## config.mk

```make
export PLATFORM = sky130hd
export DESIGN_NAME = spi_mult_slave
export DESIGN_NICKNAME = d
export VERILOG_FILES = /design/src/rtl/spi_mult_slave.sv
export SDC_FILE = /design/constraint.sdc
export NUM_CORES = 1
export LEC_CHECK = 0
export ABC_AREA = 1
export BUFFER_PORTS_ARGS = -buffer_cell sky130_fd_sc_hd__buf_4
export CORE_MARGIN = 5
export CORE_UTILIZATION = 50
export DETAILED_ROUTE_END_ITERATION = 10
export GPL_ROUTABILITY_DRIVEN = 1
export PLACE_DENSITY = 0.75
export SYNTH_ARGS = -nofsm -noshare
export SYNTH_HDL_FRONTEND = slang
export SYNTH_SLANG_ARGS = --single-unit
```

## constraint.sdc

```tcl
create_clock -name CLK -period 2.35 [get_ports CLK]
set_input_delay 0.1175 -clock CLK [delete_from_list [all_inputs] [get_ports CLK]]
set_output_delay 0.1175 -clock CLK [all_outputs]
set_load 0.005 [all_outputs]
```

## src/rtl/spi_mult_slave.sv

```systemverilog
// rtl/spi_mult_slave.sv - SPI slave that multiplies two received operands and returns the product next frame
module spi_mult_slave #(
    parameter int W    = 4,
    parameter bit CPOL = 1'b0,
    parameter bit CPHA = 1'b0
) (
    input  logic           CLK,
    input  logic           RST_N,
    input  logic           SCK,
    input  logic           SSEL,
    input  logic           MOSI,
    output logic           MISO,
    output logic           MISO_OE,
    output logic [2*W-1:0] PROD,
    output logic           PROD_VALID,
    output logic           FRAME_ERR
);

    localparam int N  = 2 * W;
    localparam int CW = $clog2(N + 1);

    // Sample on rising SCK when CPOL==CPHA, otherwise on falling SCK.
    localparam bit SAMPLE_ON_RISE = (CPOL == CPHA);

    typedef enum logic [1:0] {
        IDLE = 2'd0,
        RECV = 2'd1,
        DONE = 2'd2
    } state_t;

    logic sck_meta, sck_sync, sck_prev;
    logic ssel_meta, ssel_sync, ssel_prev;
    logic mosi_meta, mosi_sync;
    logic [1:0] prime;
    logic armed;

    state_t         state;
    logic [CW-1:0]  bit_cnt;
    logic [N-1:0]   rx;
    logic [N-1:0]   tx_hold;
    logic [N-1:0]   tx_shift;
    logic [N-1:0]   prod_q;
    logic           prod_valid_q;
    logic           frame_err_q;
    logic           miso_q;
    logic           first_shift;
    logic           calc_pending;

    logic sck_rise, sck_fall, sample_edge, shift_edge;
    logic ssel_fall, ssel_rise;
    logic [N-1:0] a_ext, b_ext, product;

    // Two-flop synchronisers plus one history flop per input for edge detection.
    always_ff @(posedge CLK or negedge RST_N) begin
        if (!RST_N) begin
            sck_meta  <= CPOL;
            sck_sync  <= CPOL;
            sck_prev  <= CPOL;
            ssel_meta <= 1'b1;
            ssel_sync <= 1'b1;
            ssel_prev <= 1'b1;
            mosi_meta <= 1'b0;
            mosi_sync <= 1'b0;
        end else begin
            sck_meta  <= SCK;
            sck_sync  <= sck_meta;
            sck_prev  <= sck_sync;
            ssel_meta <= SSEL;
            ssel_sync <= ssel_meta;
            ssel_prev <= ssel_sync;
            mosi_meta <= MOSI;
            mosi_sync <= mosi_meta;
        end
    end

    // After reset a frame may only start once SSEL has genuinely been seen high,
    // so a slave select still held low across reset release is not taken as a new frame.
    always_ff @(posedge CLK or negedge RST_N) begin
        if (!RST_N) begin
            prime <= 2'b00;
            armed <= 1'b0;
        end else begin
            prime <= {prime[0], 1'b1};
            if (prime[1] && ssel_sync) begin
                armed <= 1'b1;
            end
        end
    end

    assign sck_rise    = sck_sync & ~sck_prev;
    assign sck_fall    = ~sck_sync & sck_prev;
    assign sample_edge = SAMPLE_ON_RISE ? sck_rise : sck_fall;
    assign shift_edge  = SAMPLE_ON_RISE ? sck_fall : sck_rise;
    assign ssel_fall   = ssel_prev & ~ssel_sync & armed;
    assign ssel_rise   = ~ssel_prev & ssel_sync;

    assign a_ext   = {{W{1'b0}}, rx[N-1:W]};
    assign b_ext   = {{W{1'b0}}, rx[W-1:0]};
    assign product = a_ext * b_ext;

    // Frame state machine: receive 2W bits, multiply, and stage the product for the next frame.
    always_ff @(posedge CLK or negedge RST_N) begin
        if (!RST_N) begin
            state        <= IDLE;
            bit_cnt      <= '0;
            rx           <= '0;
            tx_hold      <= '0;
            tx_shift     <= '0;
            prod_q       <= '0;
            prod_valid_q <= 1'b0;
            frame_err_q  <= 1'b0;
            miso_q       <= 1'b0;
            first_shift  <= 1'b0;
            calc_pending <= 1'b0;
        end else begin
            prod_valid_q <= 1'b0;
            frame_err_q  <= 1'b0;
            calc_pending <= 1'b0;

            if (calc_pending) begin
                prod_q       <= product;
                tx_hold      <= product;
                prod_valid_q <= 1'b1;
            end

            case (state)
                IDLE: begin
                    if (ssel_fall && !ssel_rise) begin
                        state       <= RECV;
                        bit_cnt     <= '0;
                        tx_shift    <= tx_hold;
                        miso_q      <= tx_hold[N-1];
                        first_shift <= 1'b1;
                    end
                end
                RECV: begin
                    if (ssel_rise) begin
                        state <= IDLE;
                        if (bit_cnt != '0) begin
                            frame_err_q <= 1'b1;
                        end
                    end else if (sample_edge) begin
                        rx      <= {rx[N-2:0], mosi_sync};
                        bit_cnt <= bit_cnt + 1'b1;
                        if (bit_cnt == CW'(N - 1)) begin
                            state        <= DONE;
                            calc_pending <= 1'b1;
                            miso_q       <= 1'b0;
                        end
                    end else if (shift_edge) begin
                        first_shift <= 1'b0;
                        if (!(CPHA && first_shift)) begin
                            tx_shift <= {tx_shift[N-2:0], 1'b0};
                            miso_q   <= tx_shift[N-2];
                        end
                    end
                end
                DONE: begin
                    miso_q <= 1'b0;
                    if (ssel_rise) begin
                        state <= IDLE;
                    end
                end
                default: begin
                    state <= IDLE;
                end
            endcase
        end
    end

    assign MISO       = miso_q;
    assign MISO_OE    = ~ssel_sync;
    assign PROD       = prod_q;
    assign PROD_VALID = prod_valid_q;
    assign FRAME_ERR  = frame_err_q;

endmodule

```

==> flow_results.org, run 1 <==
** Run status
- Result of the run :: finished, violations left
- Violated checks :: setup timing

** Clock tree
- CTS tree :: done
- CTS Root Buffer Type :: sky130_fd_sc_hd__clkbuf_8
- Deepest clock path buffer count :: 2
- Clock-pin slew reported for the worst setup and hold paths after clock tree synthesis :: 0.09 ns
- Cts bufs inserted :: 5
- The clock tree synthesis step divided the H-tree into 2 levels.
- Clock latency on the worst-skew pair :: 0.30 ns
- The tree built by TritonCTS fans out to 44 sinks.

** Setup path
- The number of buffers and inverters on the critical path is 3.
- Worst Setup Path Type :: register to register
- CP arrival :: 2.61 ns
- Largest stage delay, worst path :: 0.54 ns
- The worst setup path is launched from a register.
- Cell type of the slowest stage on the worst timing path :: sky130_fd_sc_hd__fa_1
- Largest delay share family, worst path :: adder cells
- Critical path peak fanout :: 2
- Crit end category :: register
- Across all register-to-register paths, the minimum setup slack is -0.04 ns.
- For the worst setup path, the data required time is 2.57 ns.
- Cells along the critical path :: nand2_2 -> fa_1 -> inv_1 -> fa_1 -> inv_1 -> fa_2 -> inv_2 -> nand3_2 -> nand2_1 -> nand2_1 -> a31oi_1
- In this run the critical register-to-register path is captured at PROD[6].
- The worst register-to-register path begins at rx[3].
- Counting cells, the worst reg-to-reg path comes to 11.

** Floorplanning
- The die covers 6260 um^2.
- The total area inside the core boundary comes to 4690 um^2.
- 17 I/O pins were placed.
- Width of the die :: 79.1 um
- The initial utilization of the core area, before any placement, comes to 0.509.
- Die Span Y :: 79.1 um
- Row generation in the floorplan step produced 25 rows.

** Place
- Half-perimeter wire length after placement :: 3190 um
- IO Port Bufs :: 16
- Routability-driven placement finished with a final weighted congestion of 0.877.
- Timing analysis after detailed placement gives a worst setup slack of -0.0606 ns.
- Once placement completed, the tool counted placed cells totaling 337.
- In this run the cell area measured after placement is 2580 um^2.

** STA
- Hold is met by 0.345 ns.
- At the pin with the least slew margin, the transition time is 0.534 ns.
- The hold violation total from the final report is 0.
- Of the available clock period, the critical path in the final layout requires 1.02.
- Pins Over Slew Limit :: 0
- Counting I/O delays and the setup requirement, the final critical path takes 2.39 ns.
- For the final routed database, the setup TNS stands at -0.0664 ns.
- Setup repair after global routing missed its margin :: true
- Largest clock skew in the final design :: 0.00286 ns
- Final setup violation count :: 2
- Once routing completed, OpenROAD measured the worst setup slack at -0.0406 ns.
- Timing would allow up to 418 MHz.
- Worst max-slew margin expressed relative to the limit :: 0.644

** Cells and area
- Fraction of the core area covered by cells at the end of the flow :: 0.599
- Fill cells in the final layout number 400.
- Post-route design area :: 2810 um^2
- Of the cells placed in the final design, the portion with a size suffix greater than 1 is 0.229.
- Fin cells :: 351
- At the end of the flow, the number of nets in the layout was 324.
- Layout overhead on the synthesized area :: 17.7%
- 0 antenna diodes ended up in the layout.

** Synthesis
- The synthesized design contains 0 enable-type register cells.
- Yosys warning total :: 0
- Dividing the synthesized area by the synthesized cell count gives 9.05 um^2.
- In this run, synthesis produced a sequential element count of 44.
- In the post-synthesis netlist, the biggest area contributors are sky130_fd_sc_hd__dfrtp_1, sky130_fd_sc_hd__nand2_1, sky130_fd_sc_hd__ha_1.
- Synthesis produced 264 cells.
- Synth Net Count :: 292
- Most frequently used flop master after synthesis :: sky130_fd_sc_hd__dfrtp_1
- Sorting the synthesized cells by how often they occur yields sky130_fd_sc_hd__nand2_1, sky130_fd_sc_hd__dfrtp_1, sky130_fd_sc_hd__inv_1.
- Of the post-synthesis cell area, the dominant cell type holds 0.430.
- Cell with the most instances after synthesis :: sky130_fd_sc_hd__nand2_1
- The share of the Yosys chip area taken by registers is 0.463.
- Post-synthesis cell area :: 2390 um^2
- Summed over all instances, the cell type with the most area after synthesis is sky130_fd_sc_hd__dfrtp_1.
- Library cells used by synthesis :: 31
- Async set-reset flop share out of synthesis :: 1.00

** Global route
- Pin count of the biggest net entering global routing :: 45
- Overall routing resource usage :: 0.163
- The total overflow left after global routing is 0.
- Wire length of the first global-routing pass :: 8030 um
- Number of antenna violations at the first check in global routing :: 0
- The via count of the first global-routing pass is 1,796.

** Power and ir drop
- The internal power of the cells totals 1.62 mW.
- Logic pwr share :: 0.420
- Power spread over the standard cell area amounts to 943 nW/um^2.
- Proportion of power drawn by the clock network :: 0.223
- Static Leak :: 1.50 nW
- Final total power :: 2.65 mW
- Summed over all nets, the switching power comes to 1.03 mW.
- Fraction of power spent switching nets :: 0.389
- Peak VDD IR :: 0.494 mV
- Sequential share of power :: 0.357

** Detailed routing
- The final route contains 1,753 vias.
- For this run, the detailed router's first-pass iteration total came to 4.
- For this block, the initial DRC count from the detailed router was 107.
- The detail route stage leaves a number of antenna-violating nets equal to 0.
- DR DRC count :: 0
- Final routed wirelength across all metal layers :: 4360 um
- Routed length per instance :: 12.4 um
- Dividing the detail-routed via count by the number of cells gives 4.99.

** Hold path
- The path class of the tightest hold or removal check is primary input to async pin.

** Run
- Max-cap violations in this run came to 0.
-- metal layers --
layer / wire length, um / track usage
met1: 2030 / 0.212
met2: 2030 / 0.260
met3: 226 / 0.0420
met4: 74 / 0.0670
met5: 0 / 0
-- worst register-to-register path, cell delays in order (launching register included) --
cell and delay [ns]:
sky130_fd_sc_hd__dfrtp_1 0.37, sky130_fd_sc_hd__nand2_2 0.07, sky130_fd_sc_hd__fa_1 0.54, sky130_fd_sc_hd__inv_1 0.05, sky130_fd_sc_hd__fa_1 0.50, sky130_fd_sc_hd__inv_1 0.06
sky130_fd_sc_hd__fa_2 0.35, sky130_fd_sc_hd__inv_2 0.08, sky130_fd_sc_hd__nand3_2 0.07, sky130_fd_sc_hd__nand2_1 0.07, sky130_fd_sc_hd__nand2_1 0.04, sky130_fd_sc_hd__a31oi_1 0.12
-- cell type report --
type / count / area [um^2] / area share
inverters: 41 / 154 / 0.0548
well taps: 54 / 67.6 / 0.0240
clock buffers: 5 / 68.8 / 0.0245
flip-flops and latches: 44 / 1100 / 0.393
clock inverters: 3 / 46.3 / 0.0165
multi-input cells: 173 / 1130 / 0.401
repair buffers: 31 / 243 / 0.0864
-- layout by cell type (no fill, tap or decap), drive strengths merged, types with 4 or more instances in the layout --
master / count
dfrtp: 41
ha: 19
a21oi: 5
nand2: 82
buf: 27
clkbuf: 5
inv: 41
o21ai: 21
dlygate4sd3: 4
nand3: 17
nor2: 11
mux2i: 6
fa: 4
-- sequential cells by signal, indices dropped and copies added, names as in the netlist, 2 cells and up --
name and count:
tx_shift 7, state 2, bit_cnt 4, prime 2, PROD 8, rx 8
-- worst max-delay path by stage --
stage | start | to | cells after the start | slack [ns]
after global routing | rx[2] | PROD[6] | 11 | -0.20
after CTS | rx[4] | PROD[6] | 11 | -0.03
after detailed placement | rx[3] | PROD[6] | 11 | -0.06
final | rx[3] | PROD[6] | 11 | -0.04
after global placement | rx[3] | PROD[6] | 11 | 0.02
after floorplan | rx[3] | PROD[6] | 11 | 0.01
-- power groups by stage --
stage | Clock [mW] | Combinational [mW] | Sequential, mW
5_1_grt | 0.639 | 1.28 | 0.960
4_1_cts | 0.609 | 1.09 | 0.944
3_5_place_dp | 0 | 1.02 | 0.956
2_1_floorplan | 0 | 0.757 | 0.968
6_report | 0.592 | 1.11 | 0.945
3_3_place_gp | 0 | 0.992 | 0.953
-- cells by family after synthesis --
group,share of synthesized area
AOI/OAI and AO/OA,0.0849
xor gates and xnor gates,0.00367
adders and majority gates,0.133
buffers and inverters,0.0901
DFF,0.463
muxes,0.0251
other,0.00157
and+or+nand+nor,0.199
-- timing repair --
action                                 CTS  global route
endpoints found under the hold margin   44             0
cloned                                   0             0
gates resized for setup                  5            10
setup buffers                            1             1
hold buffers                             4             0
setup endpoints to repair                2             5
pin swaps                                1             2
No activity file was read; power rests on OpenSTA's default activity.
==> run 2, diff against run 1 <==
CELL_PAD_IN_SITES_DETAIL_PLACEMENT = 2   (was default)
CELL_PAD_IN_SITES_GLOBAL_PLACEMENT = 2   (was default)
CORE_UTILIZATION = 34   (was 50)
PLACE_DENSITY = 0.79   (was 0.75)
==> run 2 against run 1 <==
The run still ends with setup timing left. Non-clock buffer count unchanged. Setup slack got worse by 0.086 ns. Cell area increased by 0.71%. Clock power decreased by 9.5%. Critical endpoint unchanged. Worst hold slack got worse by 0.0091 ns. Combinational power increased by 6%. Utilization decreased by 18 points. Sequential share of layout area decreased by 0.28 points. Clock-buffer cell count increased by 1. Routed wire length increased by 37%.
==> flow_results.org, run 2 (synthesis results as in run 1) <==
** Run
- Max-cap violations :: 0 (unchanged)

** Global route
- Overall routing resource usage :: 0.153 (-0.0109)
- Wire length of the first global-routing pass :: 10,300 um (+28%)
- The initial antenna violation count was 0 (unchanged).
- Via count of the first global-routing pass :: 2,066 (+15%)
- Total gr overflow :: 0 (unchanged)
- The maximum number of pins on one net before global-route repair is 45 (unchanged).

** Power and ir drop
- The sequential fraction of design power was 0.357 (about the same).
- Static Leak :: 1.49 nW (-0.36%)
- Switching power summed over all nets :: 1.13 mW (+9.3%)
- Proportion of power drawn by the clock network :: 0.201 (-0.022)
- The switching share of power is 0.423 (+0.0343).
- Final total power :: 2.66 mW (+0.46%)
- The largest voltage drop on the vdd net came to 0.302 mV (-39%).
- The cell-internal power was 1.54 mW (-5.2%).
- Power per cell area :: 941 nW/um^2 (-0.25%)
- Logic pwr share :: 0.442 (+0.022)

** Floorplanning
- The width of the die came to 93.8 um (+19%).
- Ports placed on the boundary :: 17 (unchanged)
- The overall die area was 8800 um^2 (+41%).
- The initial core utilization is 0.350 (-0.159).
- Die Span Y :: 93.8 um (+19%)
- Core Footprint :: 6830 um^2 (+46%)
- Placement row count :: 30 (+20%)

** Detailed routing
- The routed wire length per instance was 15.2 um (+22%).
- Routed Antenna Nets :: 0 (unchanged)
- Vias post-DR :: 1,812 (+3.4%)
- 1st-iter DRT viols :: 26 (-76%)
- The detailed-routing iteration count for the pre-antenna-repair pass was 4 (unchanged).
- DR DRC count :: 0 (unchanged)
- Mean number of vias per cell :: 4.61 (-7.7%)
- The routed wire length was 5970 um (+37%).

** Setup path
- The startpoint identified for the worst register-to-register timing path is rx[4].
- Critical path peak fanout :: 2 (unchanged)
- The critical path required time was 2.59 ns (+0.02 ns).
- CP arrival :: 2.72 ns (+0.11 ns)
- Largest delay share family, worst path :: adder cells
- Capturing point of the worst reg2reg path :: PROD[6]
- The signal on the critical path passes through nand2_2 -> fa_1 -> inv_2 -> fa_1 -> inv_1 -> fa_2 -> inv_2 -> nand3_2 -> nand2_1 -> nand2_1 -> a31oi_1.
- Register-to-Register Setup Slack :: -0.13 ns (-0.09 ns)
- CP Buf/Inv Count :: 3 (unchanged)
- The critical path's largest stage delay came to 0.58 ns (+0.04 ns).
- The worst setup path is launched from a register.
- Worst reg2reg path depth :: 11 (unchanged)
- Crit end category :: register
- Worst Setup SP :: rx[4]
- Cell type of the slowest stage on the worst timing path :: sky130_fd_sc_hd__fa_1
- Worst Setup Path Type :: register to register

** Place
- Number of cells in the design after placement :: 379 (+12%)
- IO Port Bufs :: 16 (unchanged)
- Final GP Congestion :: 0.744 (-15%)
- The total half-perimeter wirelength after legalization and detailed placement is 4340 um (+36%).

** Run status
- Result of the run :: finished, violations left
- The final reports fail on setup timing.

** STA
- Final setup violation count :: 3 (+1)
- The maximum achievable frequency is 404 MHz (-3.5%).
- Actual transition at the worst max-transition pin :: 0.574 ns (+0.0395 ns)
- Post-layout worst setup margin :: -0.127 ns (-0.0862 ns)
- Worst max-slew margin expressed relative to the limit :: 0.618 (-0.0263)
- Largest clock skew in the final design :: 0.00937 ns (+0.00651 ns)
- The final cycle utilization of the critical path was 1.05 (+0.0367).
- Pins Over Slew Limit :: 0 (unchanged)
- Worst hold-check slack :: 0.336 ns (-0.00914 ns)
- Setup repair after global routing could not meet its margin everywhere.
- Period minus WS final :: 2.48 ns (+0.0862 ns)
- The hold violation total from the final report was 0 (unchanged).

** Cells and area
- Leading cell types in the layout, fill and taps excluded :: sky130_fd_sc_hd__nand2_1, sky130_fd_sc_hd__dfrtp_1, sky130_fd_sc_hd__inv_1, sky130_fd_sc_hd__buf_4, sky130_fd_sc_hd__ha_1
- Fraction of the core area covered by cells at the end of the flow :: 0.414 (-0.185)
- Fin cells :: 393 (+12%)
- The net total in the final layout is 324 (unchanged).
- Number of antenna repair diodes :: 0 (unchanged)
- The proportion of layout cells with a drive suffix above 1 was 0.239 (+0.0101).
- The library cell used most frequently in the layout, excluding fill and tap cells, is sky130_fd_sc_hd__nand2_1.
- Compared with the post-synthesis result, the final layout area differs by 18.5%.
- Fill cell count :: 763 (+91%)

** Clock tree
- Clock latency on the worst-skew pair :: 0.32 ns (+0.02 ns)
- The number of sinks driven by the clock tree came to 44 (unchanged).
- CTS Root Buffer Type :: sky130_fd_sc_hd__clkbuf_8
- Clock-pin slew reported for the worst setup and hold paths after clock tree synthesis :: 0.10 ns (about the same)
- The number of buffers added by the clock tree synthesis step was 5 (unchanged).
- Deepest level of the CTS H-tree :: 2 (unchanged)
- TritonCTS built the clock tree.
- Deepest clock path buffer count :: 2 (unchanged)

** Hold path
- Classification of the worst-slack hold path :: primary input to async pin
-- run 2: cell count changes in the layout (fill, tap and decap cells not counted), moves of 2 or more --
| cell | delta |
|---|---|
| sky130_fd_sc_hd__ha_1 | +2 |
| sky130_fd_sc_hd__ha_4 | -2 |
| sky130_fd_sc_hd__inv_1 | -2 |
| sky130_fd_sc_hd__inv_2 | +2 |
| sky130_fd_sc_hd__nand2_1 | -2 |
| sky130_fd_sc_hd__nand2_2 | +2 |
| sky130_fd_sc_hd__nor2_1 | -2 |
| sky130_fd_sc_hd__nor2_2 | +2 |
| sky130_fd_sc_hd__o21ai_2 | -2 |
-- run 2: area by class of cell --
| cell class | count | area [um^2] | area share |
|---|---|---|---|
| clock buffers | 6 | 82.6 | 0.0292 |
| clock inverters | 2 | 15.0 | 0.00531 |
| repair buffers | 31 | 246 | 0.0871 |
| multi-input cells | 173 | 1110 | 0.391 |
| flip-flops and latches | 44 | 1100 | 0.390 |
| well taps | 96 | 120 | 0.0424 |
| inverters | 41 | 154 | 0.0544 |
-- run 2: repair_timing --
item	4_1_cts	5_1_grt
setup buffers	1	1
pin swaps	1	6
endpoints found under the setup margin	5	5
hold buffers	4	0
endpoints found under the hold margin	44	0
resized for setup	6	12
-- run 2: worst max path at each step --
| stage | endpoint | slack [ns] | cells after the start |
|---|---|---|---|
| 2_1_floorplan | PROD[6] | 0.01 | 11 |
| 3_3_place_gp | PROD[6] | 0.03 | 11 |
| 3_5_place_dp | PROD[6] | -0.13 | 11 |
| 4_1_cts | PROD[6] | -0.13 | 11 |
| 5_1_grt | PROD[6] | -0.25 | 11 |
| 6_report | PROD[6] | -0.13 | 11 |
-- run 2: through the flow --
stage               cell area, um^2  setup slack [ns]  setup TNS, ns
global route                   2830            -0.251         -0.732
detailed placement             2640            -0.127         -0.302
floorplan                      2390            0.0132              0
finish                         2830            -0.127         -0.256
global placement               2640            0.0349              0
CTS                            2800            -0.128         -0.335
-- run 2: power groups by stage --
stage | registers, mW | logic, mW | clock network (mW)
global placement | 0.949 | 1.05 | 0
floorplan | 0.968 | 0.757 | 0
CTS | 0.950 | 1.17 | 0.560
global route | 0.970 | 1.33 | 0.585
detailed placement | 0.962 | 1.11 | 0
finish | 0.951 | 1.18 | 0.536
-- run 2: metal layers --
metal,track usage,wire length (um)
met5,0,0
met3,0.0296,164
met1,0.170,2540
met2,0.279,3150
met4,0.0662,119
